===== src/rtl/stopwatch_core_n.sv =====
// stopwatch_core_n: BCD mm:ss stopwatch / countdown with adjust mode and an
// optional lap FIFO. Define STOPWATCH_LAP_EN to build the lap FIFO; without it
// the lap inputs are ignored and the lap outputs are tied to zero.
//
// state     | meaning
// ----------+------------------------------------------------------------
// S_RUN     | counting on tick_1hz, up or down as chosen by dir
// S_PAUSED  | count frozen, waiting for pause_pulse
// S_ADJUST  | adj held high; tick_adj bumps the field chosen by sel
// S_EXPIRED | countdown reached 00:00; waits for pause_pulse
module stopwatch_core_n #(
  parameter int MIN_MAX   = 59,
  parameter int LAP_DEPTH = 4
) (
  input  logic        clk_100mhz,
  input  logic        rst,
  input  logic        tick_1hz,
  input  logic        tick_adj,
  input  logic        pause_pulse,
  input  logic        adj,
  input  logic        sel,
  input  logic        dir,
  input  logic        lap_pulse,
  input  logic        lap_rd,
  output logic [3:0]  mt,
  output logic [3:0]  mo,
  output logic [3:0]  st,
  output logic [3:0]  so,
  output logic        running,
  output logic        expired,
  output logic        wrap,
  output logic [15:0] lap_data,
  output logic        lap_valid,
  output logic        lap_ovf
);

  typedef enum logic [1:0] {S_RUN, S_PAUSED, S_ADJUST, S_EXPIRED} state_t;

  localparam logic [6:0] MIN_MAX_B = 7'(MIN_MAX);

  state_t     state_q, state_d;
  logic       prev_run_q;
  logic [3:0] mt_d, mo_d, st_d, so_d;
  logic       wrap_d, cnt_expire;
  logic       running_d, expired_d;
  logic [6:0] min_bin;
  logic       at_min_max, secs_zero, mins_zero;

  assign min_bin    = ({3'b000, mt} * 7'd10) + {3'b000, mo};
  assign at_min_max = (min_bin == MIN_MAX_B);
  assign secs_zero  = (st == 4'd0) && (so == 4'd0);
  assign mins_zero  = (mt == 4'd0) && (mo == 4'd0);

  // Digit update: counting in RUN, per-field increment in ADJUST.
  always_comb begin
    mt_d       = mt;
    mo_d       = mo;
    st_d       = st;
    so_d       = so;
    wrap_d     = 1'b0;
    cnt_expire = 1'b0;
    case (state_q)
      S_RUN: begin
        if (tick_1hz) begin
          if (!dir) begin
            if (so == 4'd9) begin
              so_d = 4'd0;
              if (st == 4'd5) begin
                st_d = 4'd0;
                if (at_min_max) begin
                  mt_d   = 4'd0;
                  mo_d   = 4'd0;
                  wrap_d = 1'b1;
                end else if (mo == 4'd9) begin
                  mo_d = 4'd0;
                  mt_d = mt + 4'd1;
                end else begin
                  mo_d = mo + 4'd1;
                end
              end else begin
                st_d = st + 4'd1;
              end
            end else begin
              so_d = so + 4'd1;
            end
          end else if (mins_zero && secs_zero) begin
            // already at 00:00: hold and expire
            cnt_expire = 1'b1;
          end else begin
            if (mins_zero && (st == 4'd0) && (so == 4'd1)) cnt_expire = 1'b1;
            if (so != 4'd0) begin
              so_d = so - 4'd1;
            end else begin
              so_d = 4'd9;
              if (st != 4'd0) begin
                st_d = st - 4'd1;
              end else begin
                st_d = 4'd5;
                if (mo != 4'd0) begin
                  mo_d = mo - 4'd1;
                end else begin
                  mo_d = 4'd9;
                  mt_d = mt - 4'd1;
                end
              end
            end
          end
        end
      end
      S_ADJUST: begin
        if (tick_adj) begin
          if (sel) begin
            if (so == 4'd9) begin
              so_d = 4'd0;
              st_d = (st == 4'd5) ? 4'd0 : st + 4'd1;
            end else begin
              so_d = so + 4'd1;
            end
          end else if (at_min_max) begin
            mt_d = 4'd0;
            mo_d = 4'd0;
          end else if (mo == 4'd9) begin
            mo_d = 4'd0;
            mt_d = mt + 4'd1;
          end else begin
            mo_d = mo + 4'd1;
          end
        end
      end
      default: ;
    endcase
  end

  // Next state: adj overrides everything; leaving ADJUST restores RUN or PAUSED.
  always_comb begin
    state_d = state_q;
    if (adj) begin
      state_d = S_ADJUST;
    end else begin
      case (state_q)
        S_RUN:     if (pause_pulse) state_d = S_PAUSED;
                   else if (cnt_expire) state_d = S_EXPIRED;
        S_PAUSED:  if (pause_pulse) state_d = S_RUN;
        S_EXPIRED: if (pause_pulse) state_d = S_PAUSED;
        S_ADJUST:  state_d = prev_run_q ? S_RUN : S_PAUSED;
        default:   state_d = S_RUN;
      endcase
    end
  end

  // Status outputs decoded from the next state so they register with it.
  always_comb begin
    running_d = (state_d == S_RUN);
    expired_d = (state_d == S_EXPIRED);
  end

  // State, digits and status registers.
  always_ff @(posedge clk_100mhz) begin
    if (rst) begin
      state_q    <= S_RUN;
      prev_run_q <= 1'b0;
      mt         <= 4'd0;
      mo         <= 4'd0;
      st         <= 4'd0;
      so         <= 4'd0;
      running    <= 1'b1;
      expired    <= 1'b0;
      wrap       <= 1'b0;
    end else begin
      state_q <= state_d;
      if (adj && (state_q != S_ADJUST)) prev_run_q <= (state_q == S_RUN);
      mt      <= mt_d;
      mo      <= mo_d;
      st      <= st_d;
      so      <= so_d;
      running <= running_d;
      expired <= expired_d;
      wrap    <= wrap_d;
    end
  end

`ifdef STOPWATCH_LAP_EN
  localparam int PW = $clog2(LAP_DEPTH);

  logic [15:0]   mem [LAP_DEPTH];
  logic [PW-1:0] rd_ptr, wr_ptr, rd_ptr_d, wr_ptr_d;
  logic [PW:0]   count, count_d;
  logic [15:0]   push_data, head_d;
  logic          full, do_push, do_pop, ovf_set;

  // FIFO control; the head is computed ahead so lap_data can be registered.
  always_comb begin
    push_data = {mt, mo, st, so};
    full      = (count == (PW+1)'(LAP_DEPTH));
    do_pop    = lap_rd && (count != '0);
    do_push   = lap_pulse && (!full || do_pop);
    ovf_set   = lap_pulse && full && !do_pop;
    rd_ptr_d  = do_pop  ? rd_ptr + PW'(1) : rd_ptr;
    wr_ptr_d  = do_push ? wr_ptr + PW'(1) : wr_ptr;
    case ({do_push, do_pop})
      2'b10:   count_d = count + (PW+1)'(1);
      2'b01:   count_d = count - (PW+1)'(1);
      default: count_d = count;
    endcase
    head_d = 16'h0000;
    if (count_d != '0) begin
      // the entry being written this cycle becomes head when the FIFO drains to it
      head_d = (do_push && (rd_ptr_d == wr_ptr)) ? push_data : mem[rd_ptr_d];
    end
  end

  // FIFO storage.
  always_ff @(posedge clk_100mhz) begin
    if (do_push && !rst) mem[wr_ptr] <= push_data;
  end

  // FIFO pointers and lap outputs.
  always_ff @(posedge clk_100mhz) begin
    if (rst) begin
      rd_ptr    <= '0;
      wr_ptr    <= '0;
      count     <= '0;
      lap_data  <= 16'h0000;
      lap_valid <= 1'b0;
      lap_ovf   <= 1'b0;
    end else begin
      rd_ptr    <= rd_ptr_d;
      wr_ptr    <= wr_ptr_d;
      count     <= count_d;
      lap_data  <= head_d;
      lap_valid <= (count_d != '0);
      if (ovf_set) lap_ovf <= 1'b1;
    end
  end
`else
  logic lap_unused;
  assign lap_unused = &{1'b0, lap_pulse, lap_rd};
  assign lap_data   = 16'h0000;
  assign lap_valid  = 1'b0;
  assign lap_ovf    = 1'b0;
`endif

endmodule


===== config.mk =====
export PLATFORM = sky130hd
export DESIGN_NAME = stopwatch_core_n
export DESIGN_NICKNAME = d
export VERILOG_FILES = /design/src/rtl/stopwatch_core_n.sv
export SDC_FILE = /design/constraint.sdc
export NUM_CORES = 1
export LEC_CHECK = 0
export BUFFER_PORTS_ARGS = -buffer_cell sky130_fd_sc_hd__buf_2
export CORE_ASPECT_RATIO = 1.5
export CORE_UTILIZATION = 55
export CTS_BUF_LIST = sky130_fd_sc_hd__clkbuf_4
export CTS_CLUSTER_DIAMETER = 120
export DETAILED_ROUTE_END_ITERATION = 8
export PLACE_DENSITY = 0.82
export SLEW_MARGIN = 10
export SYNTH_ARGS = -nofsm -noshare
export SYNTH_HDL_FRONTEND = slang
export SYNTH_SLANG_ARGS = --single-unit

===== constraint.sdc =====
create_clock -name clk_100mhz -period 4.15 [get_ports clk_100mhz]
set_clock_uncertainty 0.1 [all_clocks]
set_input_delay 0.6225 -clock clk_100mhz [delete_from_list [all_inputs] [get_ports clk_100mhz]]
set_output_delay 0.6225 -clock clk_100mhz [all_outputs]
set_load 0.03 [all_outputs]

==> flow_results.xml, run 1 <==
<?xml version="1.0" encoding="UTF-8"?>
<metrics>
  <group name="clocking">
    <metric name="clk_transition_reported_paths" unit="ns">0.13</metric>
    <metric name="clock_path_buffers" unit="">2</metric>
    <metric name="htree_num_levels" unit="">1</metric>
    <metric name="clk_latency" unit="ns">0.33</metric>
    <metric name="clock-root-buffer" unit="">sky130_fd_sc_hd__clkbuf_4</metric>
    <metric name="cts-buffers-inserted" unit="">3</metric>
    <metric name="clock_sink_count" unit="">22</metric>
    <metric name="postCtsSetupRepairBufs" unit="">0</metric>
    <metric name="cts_hold_fix_bufs" unit="">0</metric>
    <metric name="clock_tree_from_tritoncts" unit="">yes</metric>
    <metric name="post_cts_resize_count" unit="">0</metric>
  </group>
  <group name="critical_path">
    <metric name="regToRegStartpoint" unit="">mt[1]$_SDFFE_PP0P_</metric>
    <metric name="cp_slowest_cell" unit="">sky130_fd_sc_hd__dfxtp_1</metric>
    <metric name="crit_path_cell_trace" unit="">ha_1 -&gt; ha_1 -&gt; inv_1 -&gt; fa_1 -&gt; and4b_1 -&gt; nand3_1 -&gt; nor3_1 -&gt; buf_4 -&gt; a211oi_1 -&gt; o311a_1 -&gt; a31o_1</metric>
    <metric name="worstSetupPathType" unit="">reg2reg</metric>
    <metric name="cpLargestDelayFamily" unit="">adder cells</metric>
    <metric name="crit_path_start" unit="">mt[1]$_SDFFE_PP0P_</metric>
    <metric name="endpoint_kind" unit="">flop</metric>
    <metric name="timing.critical_path.from_type" unit="">flop</metric>
    <metric name="buffering_stage_count_on_the_worst_path_with_inverters_included" unit="">2</metric>
    <metric name="timing.critical_path.slowest_cell_delay" unit="ns">0.49</metric>
    <metric name="arrival_time_worst_endpoint" unit="ns">3.00</metric>
    <metric name="critical_path_required" unit="ns">4.29</metric>
    <metric name="timing.critical_path.mode_cell" unit="">sky130_fd_sc_hd__ha_1</metric>
    <metric name="critical_path.max_fanout" unit="">9</metric>
  </group>
  <group name="placed_design">
    <metric name="io_buffer_count" unit="">26</metric>
    <metric name="hpwl_after_detailed_placement" unit="mm">3.02</metric>
    <metric name="finalWeightedCongestion" unit="">0.856</metric>
    <metric name="place_ws" unit="ns">1.30</metric>
    <metric name="dp_cells" unit="">298</metric>
    <metric name="detailed_place.area" unit="mm2">0.00195</metric>
  </group>
  <group name="pwr">
    <metric name="share_clk_of_total_power" unit="">0.234</metric>
    <metric name="combPwrFrac" unit="">0.390</metric>
    <metric name="power.share.switching" unit="">0.401</metric>
    <metric name="seqPwrFrac" unit="">0.376</metric>
    <metric name="peakVddDrop" unit="mV">0.284</metric>
    <metric name="internal_power" unit="uW">437</metric>
    <metric name="leakagePower" unit="uW">0.000818</metric>
    <metric name="power.density" unit="mW/mm2">365</metric>
    <metric name="net_switching_power" unit="uW">293</metric>
  </group>
  <group name="route">
    <metric name="antenna_violating_nets_post_route" unit="">0</metric>
    <metric name="drt_pre_antenna_iters" unit="">4</metric>
    <metric name="route.final.wire_length" unit="mm">4.13</metric>
    <metric name="wire_per_inst" unit="um">13.7</metric>
    <metric name="avgViaCountPerCell" unit="">6.00</metric>
    <metric name="remaining_drc_errors" unit="">0</metric>
    <metric name="routed-via-count" unit="">1811</metric>
    <metric name="detailedRoute.firstIterationViolations" unit="">48</metric>
  </group>
  <group name="grt">
    <metric name="global_route.usage.total" unit="">0.239</metric>
    <metric name="grt_pass1_vias" unit="">1641</metric>
    <metric name="number_of_antenna_violations_at_the_first_check_in_global_routing" unit="">0</metric>
    <metric name="global_route_wire_length_before_repair" unit="mm">6.91</metric>
    <metric name="grt-ovfl-total" unit="">0</metric>
    <metric name="maximum_number_of_pins_on_one_net_before_global_route_repair" unit="">28</metric>
  </group>
  <group name="synthesis">
    <metric name="synth.cell_area" unit="mm2">0.00190</metric>
    <metric name="synth_ff_type" unit="">sky130_fd_sc_hd__dfxtp_1</metric>
    <metric name="asyncSetResetFlopFracSynth" unit="">0</metric>
    <metric name="synth-edff-count" unit="">0</metric>
    <metric name="ys_seq_elements" unit="">22</metric>
    <metric name="syn-mean-instance-area" unit="um2">7.64</metric>
    <metric name="yosys_warnings" unit="">0</metric>
    <metric name="post_synth_inst_count" unit="">248</metric>
    <metric name="seq_area_frac_synth" unit="">0.232</metric>
    <metric name="synth_cell_type_count" unit="">57</metric>
  </group>
  <group name="cells_and_area">
    <metric name="filler_instances" unit="">334</metric>
    <metric name="layout-drive-gt1-share" unit="">0.149</metric>
    <metric name="n_antenna_cell" unit="">0</metric>
    <metric name="finalNonFillerCells" unit="">302</metric>
    <metric name="syn_to_final_growth" unit="%">5.68</metric>
    <metric name="post-route-cell-area" unit="mm2">0.00200</metric>
    <metric name="finalNetCount" unit="">287</metric>
  </group>
  <group name="floorplanning">
    <metric name="floorplan.die.height" unit="um">73.9</metric>
    <metric name="floorplan.io_pins" unit="">47</metric>
    <metric name="starting_utilization_of_the_core_area" unit="">0.588</metric>
    <metric name="placeableCoreArea" unit="mm2">0.00322</metric>
    <metric name="std_cell_rows" unit="">25</metric>
    <metric name="dieWidth" unit="um">49.9</metric>
    <metric name="area_of_the_die" unit="mm2">0.00369</metric>
  </group>
  <group name="timing">
    <metric name="setup_tns_after_final_layout" unit="ns">0</metric>
    <metric name="timing.slew.headroom" unit="">0.412</metric>
    <metric name="hold_violations" unit="">0</metric>
    <metric name="min_period" unit="ns">2.87</metric>
    <metric name="fraction_of_the_cycle_the_final_worst_path_needs" unit="">0.691</metric>
    <metric name="final_critical_path_setup_slack" unit="ns">1.28</metric>
    <metric name="fmax" unit="MHz">349</metric>
    <metric name="finalMaxSlewViolations" unit="">0</metric>
    <metric name="worst_pin_slew" unit="ns">0.879</metric>
    <metric name="setup_repair_after_global_routing_missed_its_margin" unit="">false</metric>
    <metric name="finalSetupViolCount" unit="">0</metric>
  </group>
  <group name="hold_path">
    <metric name="holdCritStartpoint" unit="">adj</metric>
    <metric name="hold_path.class" unit="">in2reg</metric>
  </group>
  <group name="flow_run">
    <metric name="max_cap_violations" unit="">0</metric>
  </group>
  <group name="status">
    <metric name="status" unit="">complete, no violations</metric>
  </group>
</metrics>
[worst reg2reg max path: stages, from the launching register on]
cell and delay, ns:
sky130_fd_sc_hd__dfxtp_1 0.49, sky130_fd_sc_hd__ha_1 0.28, sky130_fd_sc_hd__ha_1 0.19, sky130_fd_sc_hd__inv_1 0.06, sky130_fd_sc_hd__fa_1 0.40, sky130_fd_sc_hd__and4b_1 0.25
sky130_fd_sc_hd__nand3_1 0.08, sky130_fd_sc_hd__nor3_1 0.14, sky130_fd_sc_hd__buf_4 0.19, sky130_fd_sc_hd__a211oi_1 0.06, sky130_fd_sc_hd__o311a_1 0.35, sky130_fd_sc_hd__a31o_1 0.18
[final timing paths]
check / to / slack, ns / cells after the start
setup reg to reg: mt[2]$_SDFFE_PP0P_ / 1.28 / 11
hold / removal: prev_run_q$_SDFFE_PP0P_ / 0.41 / 2
setup / recovery: mt[2]$_SDFFE_PP0P_ / 1.28 / 11
hold reg to reg: prev_run_q$_SDFFE_PP0P_ / 0.43 / 2
[area by class of cell]
class | instances | area [um2] | area share
Timing Repair Buffer | 27 | 138 | 0.0687
Inverter | 15 | 56.3 | 0.0281
Multi-Input combinational cell | 194 | 1270 | 0.632
Sequential cell | 22 | 440 | 0.220
Clock inverter | 1 | 30.0 | 0.0150
Tap cell | 40 | 50.0 | 0.0250
Clock buffer | 3 | 22.5 | 0.0112
[sequential cells by signal (all words and copies together), names as in the netlist]
register,cells
mo,4
mt,4
so,4
st,4
state_q,2
expired,1
prev_run_q,1
running,1
wrap,1
[kinds of logic after synthesis]
logic type,count (synthesis),share of synthesized area
AO/OA/AOI/OAI,64,0.224
XOR/XNOR,7,0.0323
adder cells (fa/ha/maj),14,0.100
AND/OR/NAND/NOR,89,0.264
flip-flops,22,0.232
other,1,0.00198
buffers and inverters,49,0.133
multiplexers,2,0.0112
[stage by stage]
| step | util | power [uW] | hold WS, ns |
|---|---|---|---|
| 6_report | 0.622 | 730 | 0.410 |
| 5_1_grt | 0.622 | 777 | 0.398 |
| 4_1_cts | 0.622 | 733 | 0.407 |
| 3_5_place_dp | 0.605 | 564 | 0.416 |
| 3_3_place_gp | 0.605 | 557 | 0.399 |
| 2_1_floorplan | - | 516 | 0.387 |
[cell usage after synthesis, types with 2 or more instances]
master                     number  area share
sky130_fd_sc_hd__nand3_1       10       0.026
sky130_fd_sc_hd__buf_4         18       0.071
sky130_fd_sc_hd__a21oi_1       16       0.042
sky130_fd_sc_hd__xor2_1         2      0.0092
sky130_fd_sc_hd__ha_1          12       0.079
sky130_fd_sc_hd__nor4bb_1       2       0.011
sky130_fd_sc_hd__nor3b_1        4       0.016
sky130_fd_sc_hd__nand2_1       13       0.026
sky130_fd_sc_hd__nor3_1        11       0.029
sky130_fd_sc_hd__xnor2_1        5       0.023
sky130_fd_sc_hd__o21ai_0       15       0.040
sky130_fd_sc_hd__nor4_1         2      0.0066
sky130_fd_sc_hd__o22ai_1        3      0.0099
sky130_fd_sc_hd__or3_1          2      0.0066
sky130_fd_sc_hd__nor2_1        19       0.038
sky130_fd_sc_hd__fa_1           2       0.021
sky130_fd_sc_hd__and3_1         2      0.0066
sky130_fd_sc_hd__nand2b_1       4       0.013
sky130_fd_sc_hd__dfxtp_1       22        0.23
sky130_fd_sc_hd__nand3b_1       2      0.0079
sky130_fd_sc_hd__o221a_2        2       0.012
sky130_fd_sc_hd__a31o_1         2      0.0092
sky130_fd_sc_hd__nand4_1        5       0.017
sky130_fd_sc_hd__a311oi_1       5       0.023
sky130_fd_sc_hd__inv_1         15       0.030
sky130_fd_sc_hd__a211oi_1       6       0.024
sky130_fd_sc_hd__clkbuf_1      15       0.030
sky130_fd_sc_hd__and2_1         3      0.0099
[metal layers]
layer / wire length (um) / up-vias / global-route usage
li1: - / 894 / -
met4: 127 / 0 / 0.140
met1: 1730 / 872 / 0.252
met5: 0 / - / 0
met2: 2180 / 34 / 0.447
met3: 97 / 11 / 0.0311
[cell usage in the layout, fill, tap and decap left out, types with 6 or more instances in the layout]
cell type,Yosys,final
sky130_fd_sc_hd__buf_2,1,26
sky130_fd_sc_hd__dfxtp_1,22,22
sky130_fd_sc_hd__nor2_1,19,19
sky130_fd_sc_hd__conb_1,1,18
sky130_fd_sc_hd__a21oi_1,16,16
sky130_fd_sc_hd__inv_1,15,15
sky130_fd_sc_hd__o21ai_0,15,15
sky130_fd_sc_hd__nand2_1,13,13
sky130_fd_sc_hd__ha_1,12,12
sky130_fd_sc_hd__nor3_1,11,11
sky130_fd_sc_hd__nand3_1,10,10
sky130_fd_sc_hd__a211oi_1,6,6
[power by group through the flow]
stage	Combinational [uW]	Clock, uW	Sequential (uW)
2_1_floorplan	223	0	293
6_report	284	171	275
4_1_cts	285	173	275
3_3_place_gp	278	0	279
3_5_place_dp	284	0	280
5_1_grt	314	182	281
Note: power is estimated with default switching activity, not from simulation.
==> run 2: changes to the inputs <==
--- a/config.mk
+++ b/config.mk
@@ -5,9 +5,10 @@
 export SDC_FILE = /design/constraint.sdc
 export NUM_CORES = 1
 export LEC_CHECK = 0
+export ABC_AREA = 1
 export BUFFER_PORTS_ARGS = -buffer_cell sky130_fd_sc_hd__buf_2
 export CORE_ASPECT_RATIO = 1.5
-export CORE_UTILIZATION = 55
+export CORE_UTILIZATION = 56
 export CTS_BUF_LIST = sky130_fd_sc_hd__clkbuf_4
 export CTS_CLUSTER_DIAMETER = 120
 export DETAILED_ROUTE_END_ITERATION = 8
==> constraint.sdc (replaced) <==
create_clock -name clk_100mhz -period 2.89 [get_ports clk_100mhz]
set_clock_uncertainty 0.1 [all_clocks]
set_input_delay 0.4335 -clock clk_100mhz [delete_from_list [all_inputs] [get_ports clk_100mhz]]
set_output_delay 0.4335 -clock clk_100mhz [all_outputs]
set_load 0.03 [all_outputs]
==> run 2 against run 1 <==
Against the previous run:
- setup slack lost 0.87 ns
- critical path type unchanged
- combinational power grew 100%
- sequential share of layout area shrank 2.2 points
- cell area grew 11%
- critical path depth grew 1
- via count is 15% higher
- cell count is 32% higher
- highest routed layer unchanged
- hold slack got worse by 0.20 ns
- wire length up 12%
- register-to-register slack got worse by 0.87 ns
- total power is 66% higher
==> flow_results.xml, run 2 <==
<?xml version="1.0" encoding="UTF-8"?>
<metrics>
  <group name="cells_and_area">
    <metric name="finalNetCount" unit="">382</metric>
    <metric name="mostFrequentLayoutCells" unit="">sky130_fd_sc_hd__nand2_1, sky130_fd_sc_hd__nor2_1, sky130_fd_sc_hd__inv_1</metric>
    <metric name="post-route-cell-area" unit="mm2">0.00222</metric>
    <metric name="syn_to_final_growth" unit="%">6.79</metric>
    <metric name="mostFrequentLayoutCell" unit="">sky130_fd_sc_hd__nand2_1</metric>
    <metric name="n_antenna_cell" unit="">0</metric>
    <metric name="layout-drive-gt1-share" unit="">0.176</metric>
  </group>
  <group name="floorplanning">
    <metric name="dieWidth" unit="um">51.8</metric>
    <metric name="std_cell_rows" unit="">26</metric>
    <metric name="floorplan.io_pins" unit="">47</metric>
    <metric name="starting_utilization_of_the_core_area" unit="">0.598</metric>
    <metric name="placeableCoreArea" unit="mm2">0.00348</metric>
    <metric name="area_of_the_die" unit="mm2">0.00397</metric>
    <metric name="floorplan.die.height" unit="um">76.7</metric>
  </group>
  <group name="timing">
    <metric name="final_critical_path_setup_slack" unit="ns">0.418</metric>
    <metric name="fmax" unit="MHz">404</metric>
    <metric name="worst_hold_check_slack" unit="ns">0.208</metric>
    <metric name="finalSetupViolCount" unit="">0</metric>
    <metric name="finalMaxSlewViolations" unit="">0</metric>
    <metric name="hold_violations" unit="">0</metric>
    <metric name="min_period" unit="ns">2.47</metric>
    <metric name="setup_repair_after_global_routing_missed_its_margin" unit="">false</metric>
    <metric name="fraction_of_the_cycle_the_final_worst_path_needs" unit="">0.855</metric>
    <metric name="setup_tns_after_final_layout" unit="ns">0</metric>
  </group>
  <group name="clocking">
    <metric name="post_cts_resize_count" unit="">0</metric>
    <metric name="clock_tree_from_tritoncts" unit="">yes</metric>
    <metric name="clock_path_buffers" unit="">2</metric>
    <metric name="cts_hold_fix_bufs" unit="">0</metric>
    <metric name="clock_sink_count" unit="">22</metric>
    <metric name="clk_transition_reported_paths" unit="ns">0.14</metric>
    <metric name="clk_latency" unit="ns">0.33</metric>
    <metric name="htree_num_levels" unit="">1</metric>
    <metric name="cts-buffers-inserted" unit="">3</metric>
    <metric name="clock-root-buffer" unit="">sky130_fd_sc_hd__clkbuf_4</metric>
    <metric name="postCtsSetupRepairBufs" unit="">0</metric>
  </group>
  <group name="placed_design">
    <metric name="finalWeightedCongestion" unit="">0.920</metric>
    <metric name="detailed_place.area" unit="mm2">0.00217</metric>
    <metric name="place_ws" unit="ns">0.426</metric>
    <metric name="hpwl_after_detailed_placement" unit="mm">3.51</metric>
    <metric name="io_buffer_count" unit="">26</metric>
  </group>
  <group name="synthesis">
    <metric name="syn-mean-instance-area" unit="um2">6.31</metric>
    <metric name="synth-edff-count" unit="">0</metric>
    <metric name="synth_ff_type" unit="">sky130_fd_sc_hd__dfxtp_1</metric>
    <metric name="yosysTopAreaCell" unit="">sky130_fd_sc_hd__dfxtp_1</metric>
    <metric name="post_synth_inst_count" unit="">330</metric>
    <metric name="yosysMostFrequentCell" unit="">sky130_fd_sc_hd__nand2_1</metric>
    <metric name="asyncSetResetFlopFracSynth" unit="">0</metric>
    <metric name="synth_top_cells_by_count" unit="">sky130_fd_sc_hd__nand2_1, sky130_fd_sc_hd__nor2_1, sky130_fd_sc_hd__inv_1</metric>
    <metric name="yosys_warnings" unit="">0</metric>
    <metric name="yosysTopAreaCellShare" unit="">0.212</metric>
    <metric name="synth_area_leaders" unit="">sky130_fd_sc_hd__dfxtp_1, sky130_fd_sc_hd__nand2_1, sky130_fd_sc_hd__nor2_1, sky130_fd_sc_hd__buf_4, sky130_fd_sc_hd__ha_1</metric>
    <metric name="ys_seq_elements" unit="">22</metric>
    <metric name="seq_area_frac_synth" unit="">0.212</metric>
    <metric name="synth.cell_area" unit="mm2">0.00208</metric>
    <metric name="synth_cell_type_count" unit="">31</metric>
  </group>
  <group name="grt">
    <metric name="grt-ovfl-total" unit="">0</metric>
    <metric name="number_of_antenna_violations_at_the_first_check_in_global_routing" unit="">0</metric>
    <metric name="grt_pass1_vias" unit="">1903</metric>
    <metric name="global_route.usage.total" unit="">0.258</metric>
    <metric name="global_route_wire_length_before_repair" unit="mm">8.02</metric>
    <metric name="maximum_number_of_pins_on_one_net_before_global_route_repair" unit="">20</metric>
  </group>
  <group name="critical_path">
    <metric name="endpoint_kind" unit="">flop</metric>
    <metric name="crit_path_cell_trace" unit="">ha_1 -&gt; ha_1 -&gt; inv_1 -&gt; fa_1 -&gt; nor2_1 -&gt; nand3_1 -&gt; nor2_1 -&gt; nand3_1 -&gt; nand3_1 -&gt; nand2_1 -&gt; nor2_1 -&gt; nor2_1</metric>
    <metric name="timing.rr.end" unit="">mo[1]$_SDFFE_PP0P_</metric>
    <metric name="worstSetupPathType" unit="">reg2reg</metric>
    <metric name="arrival_time_worst_endpoint" unit="ns">2.60</metric>
    <metric name="cpLargestDelayFamily" unit="">simple AND/OR/NAND/NOR gates</metric>
    <metric name="crit_path_start" unit="">mt[3]$_SDFFE_PP0P_</metric>
    <metric name="critical_path_required" unit="ns">3.02</metric>
    <metric name="regToRegStartpoint" unit="">mt[3]$_SDFFE_PP0P_</metric>
    <metric name="timing.critical_path.slowest_cell_delay" unit="ns">0.43</metric>
    <metric name="worstRegToRegCells" unit="">12</metric>
    <metric name="cp_slowest_cell" unit="">sky130_fd_sc_hd__dfxtp_1</metric>
    <metric name="worstSetupEndpoint" unit="">mo[1]$_SDFFE_PP0P_</metric>
    <metric name="timing.critical_path.mode_cell" unit="">sky130_fd_sc_hd__nor2_1</metric>
    <metric name="critical_path.max_fanout" unit="">6</metric>
    <metric name="cp.depth" unit="">12</metric>
    <metric name="timing.critical_path.from_type" unit="">flop</metric>
    <metric name="setup.reg_to_reg.worst_slack" unit="ns">0.42</metric>
    <metric name="buffering_stage_count_on_the_worst_path_with_inverters_included" unit="">1</metric>
  </group>
  <group name="pwr">
    <metric name="combPwrFrac" unit="">0.473</metric>
    <metric name="power.density" unit="mW/mm2">546</metric>
    <metric name="net_switching_power" unit="uW">555</metric>
    <metric name="peakVddDrop" unit="mV">0.397</metric>
    <metric name="seqPwrFrac" unit="">0.324</metric>
    <metric name="total_power" unit="uW">1210</metric>
    <metric name="internal_power" unit="uW">660</metric>
    <metric name="share_clk_of_total_power" unit="">0.203</metric>
    <metric name="leakagePower" unit="uW">0.00119</metric>
    <metric name="power.share.switching" unit="">0.457</metric>
  </group>
  <group name="status">
    <metric name="status" unit="">complete, no violations</metric>
  </group>
  <group name="route">
    <metric name="antenna_violating_nets_post_route" unit="">0</metric>
    <metric name="remaining_drc_errors" unit="">0</metric>
    <metric name="routed-via-count" unit="">2081</metric>
    <metric name="avgViaCountPerCell" unit="">5.22</metric>
    <metric name="detailedRoute.firstIterationViolations" unit="">79</metric>
    <metric name="wire_per_inst" unit="um">11.6</metric>
    <metric name="drt_pre_antenna_iters" unit="">4</metric>
    <metric name="route.final.wire_length" unit="mm">4.62</metric>
  </group>
  <group name="flow_run">
    <metric name="max_cap_violations" unit="">0</metric>
  </group>
  <group name="hold_path">
    <metric name="holdCritStartpoint" unit="">adj</metric>
    <metric name="hold_path.class" unit="">in2reg</metric>
  </group>
</metrics>
[run 2: changes by cell type after synthesis, moves of 6 or more]
cell	previous run	this run
sky130_fd_sc_hd__inv_1	15	33
sky130_fd_sc_hd__nor2_1	19	51
sky130_fd_sc_hd__nand2_2	0	10
sky130_fd_sc_hd__clkbuf_1	15	0
sky130_fd_sc_hd__o21ai_0	15	26
sky130_fd_sc_hd__nand3_1	10	17
sky130_fd_sc_hd__nand2_1	13	68
sky130_fd_sc_hd__inv_2	0	6
[run 2: metrics by stage]
| step | cells | utilization |
|---|---|---|
| floorplan | 347 | - |
| global placement | 395 | 0.623 |
| detailed placement | 395 | 0.623 |
| CTS | 399 | 0.638 |
| global route | 399 | 0.638 |
| finish | 399 | 0.638 |
[run 2: how the worst min path moves through the flow]
stage                                   end  slack (ns)  cells after the start
floorplan           prev_run_q$_SDFFE_PP0P_        0.38                      2
global placement    prev_run_q$_SDFFE_PP0P_        0.40                      2
detailed placement  prev_run_q$_SDFFE_PP0P_        0.41                      2
CTS                 prev_run_q$_SDFFE_PP0P_        0.21                      2
global route        prev_run_q$_SDFFE_PP0P_        0.22                      2
finish              prev_run_q$_SDFFE_PP0P_        0.21                      2
[run 2: final cells by class]
class | count | area, um2
inverters | 40 | 155
clock buffers | 3 | 22.5
well taps | 42 | 52.6
fillers | 341 | 1260
repair buffers | 28 | 145
flip-flops and latches | 22 | 440
multi-input cells | 263 | 1380
clock inverters | 1 | 30.0
[run 2: kinds of logic after synthesis]
group,synth area share
buf+inv,0.158
fa+ha+maj,0.0914
simple gates,0.400
compound gates,0.129
flops,0.212
xor+xnor,0.00842
other cells,0.00180
[run 2: power by group through the flow]
stage	logic, uW	registers [uW]	clock network, uW
5_1_grt	646	400	254
3_5_place_dp	566	399	0
2_1_floorplan	417	450	0
3_3_place_gp	557	398	0
4_1_cts	570	392	249
6_report	574	394	246
[run 2: metal layers]
metal,vias up,global-route usage,share of wire
met5,-,0,0
met4,0,0.0973,0.013
met3,6,0.0159,0.032
met2,57,0.466,0.52
met1,926,0.304,0.43
li1,1092,-,-
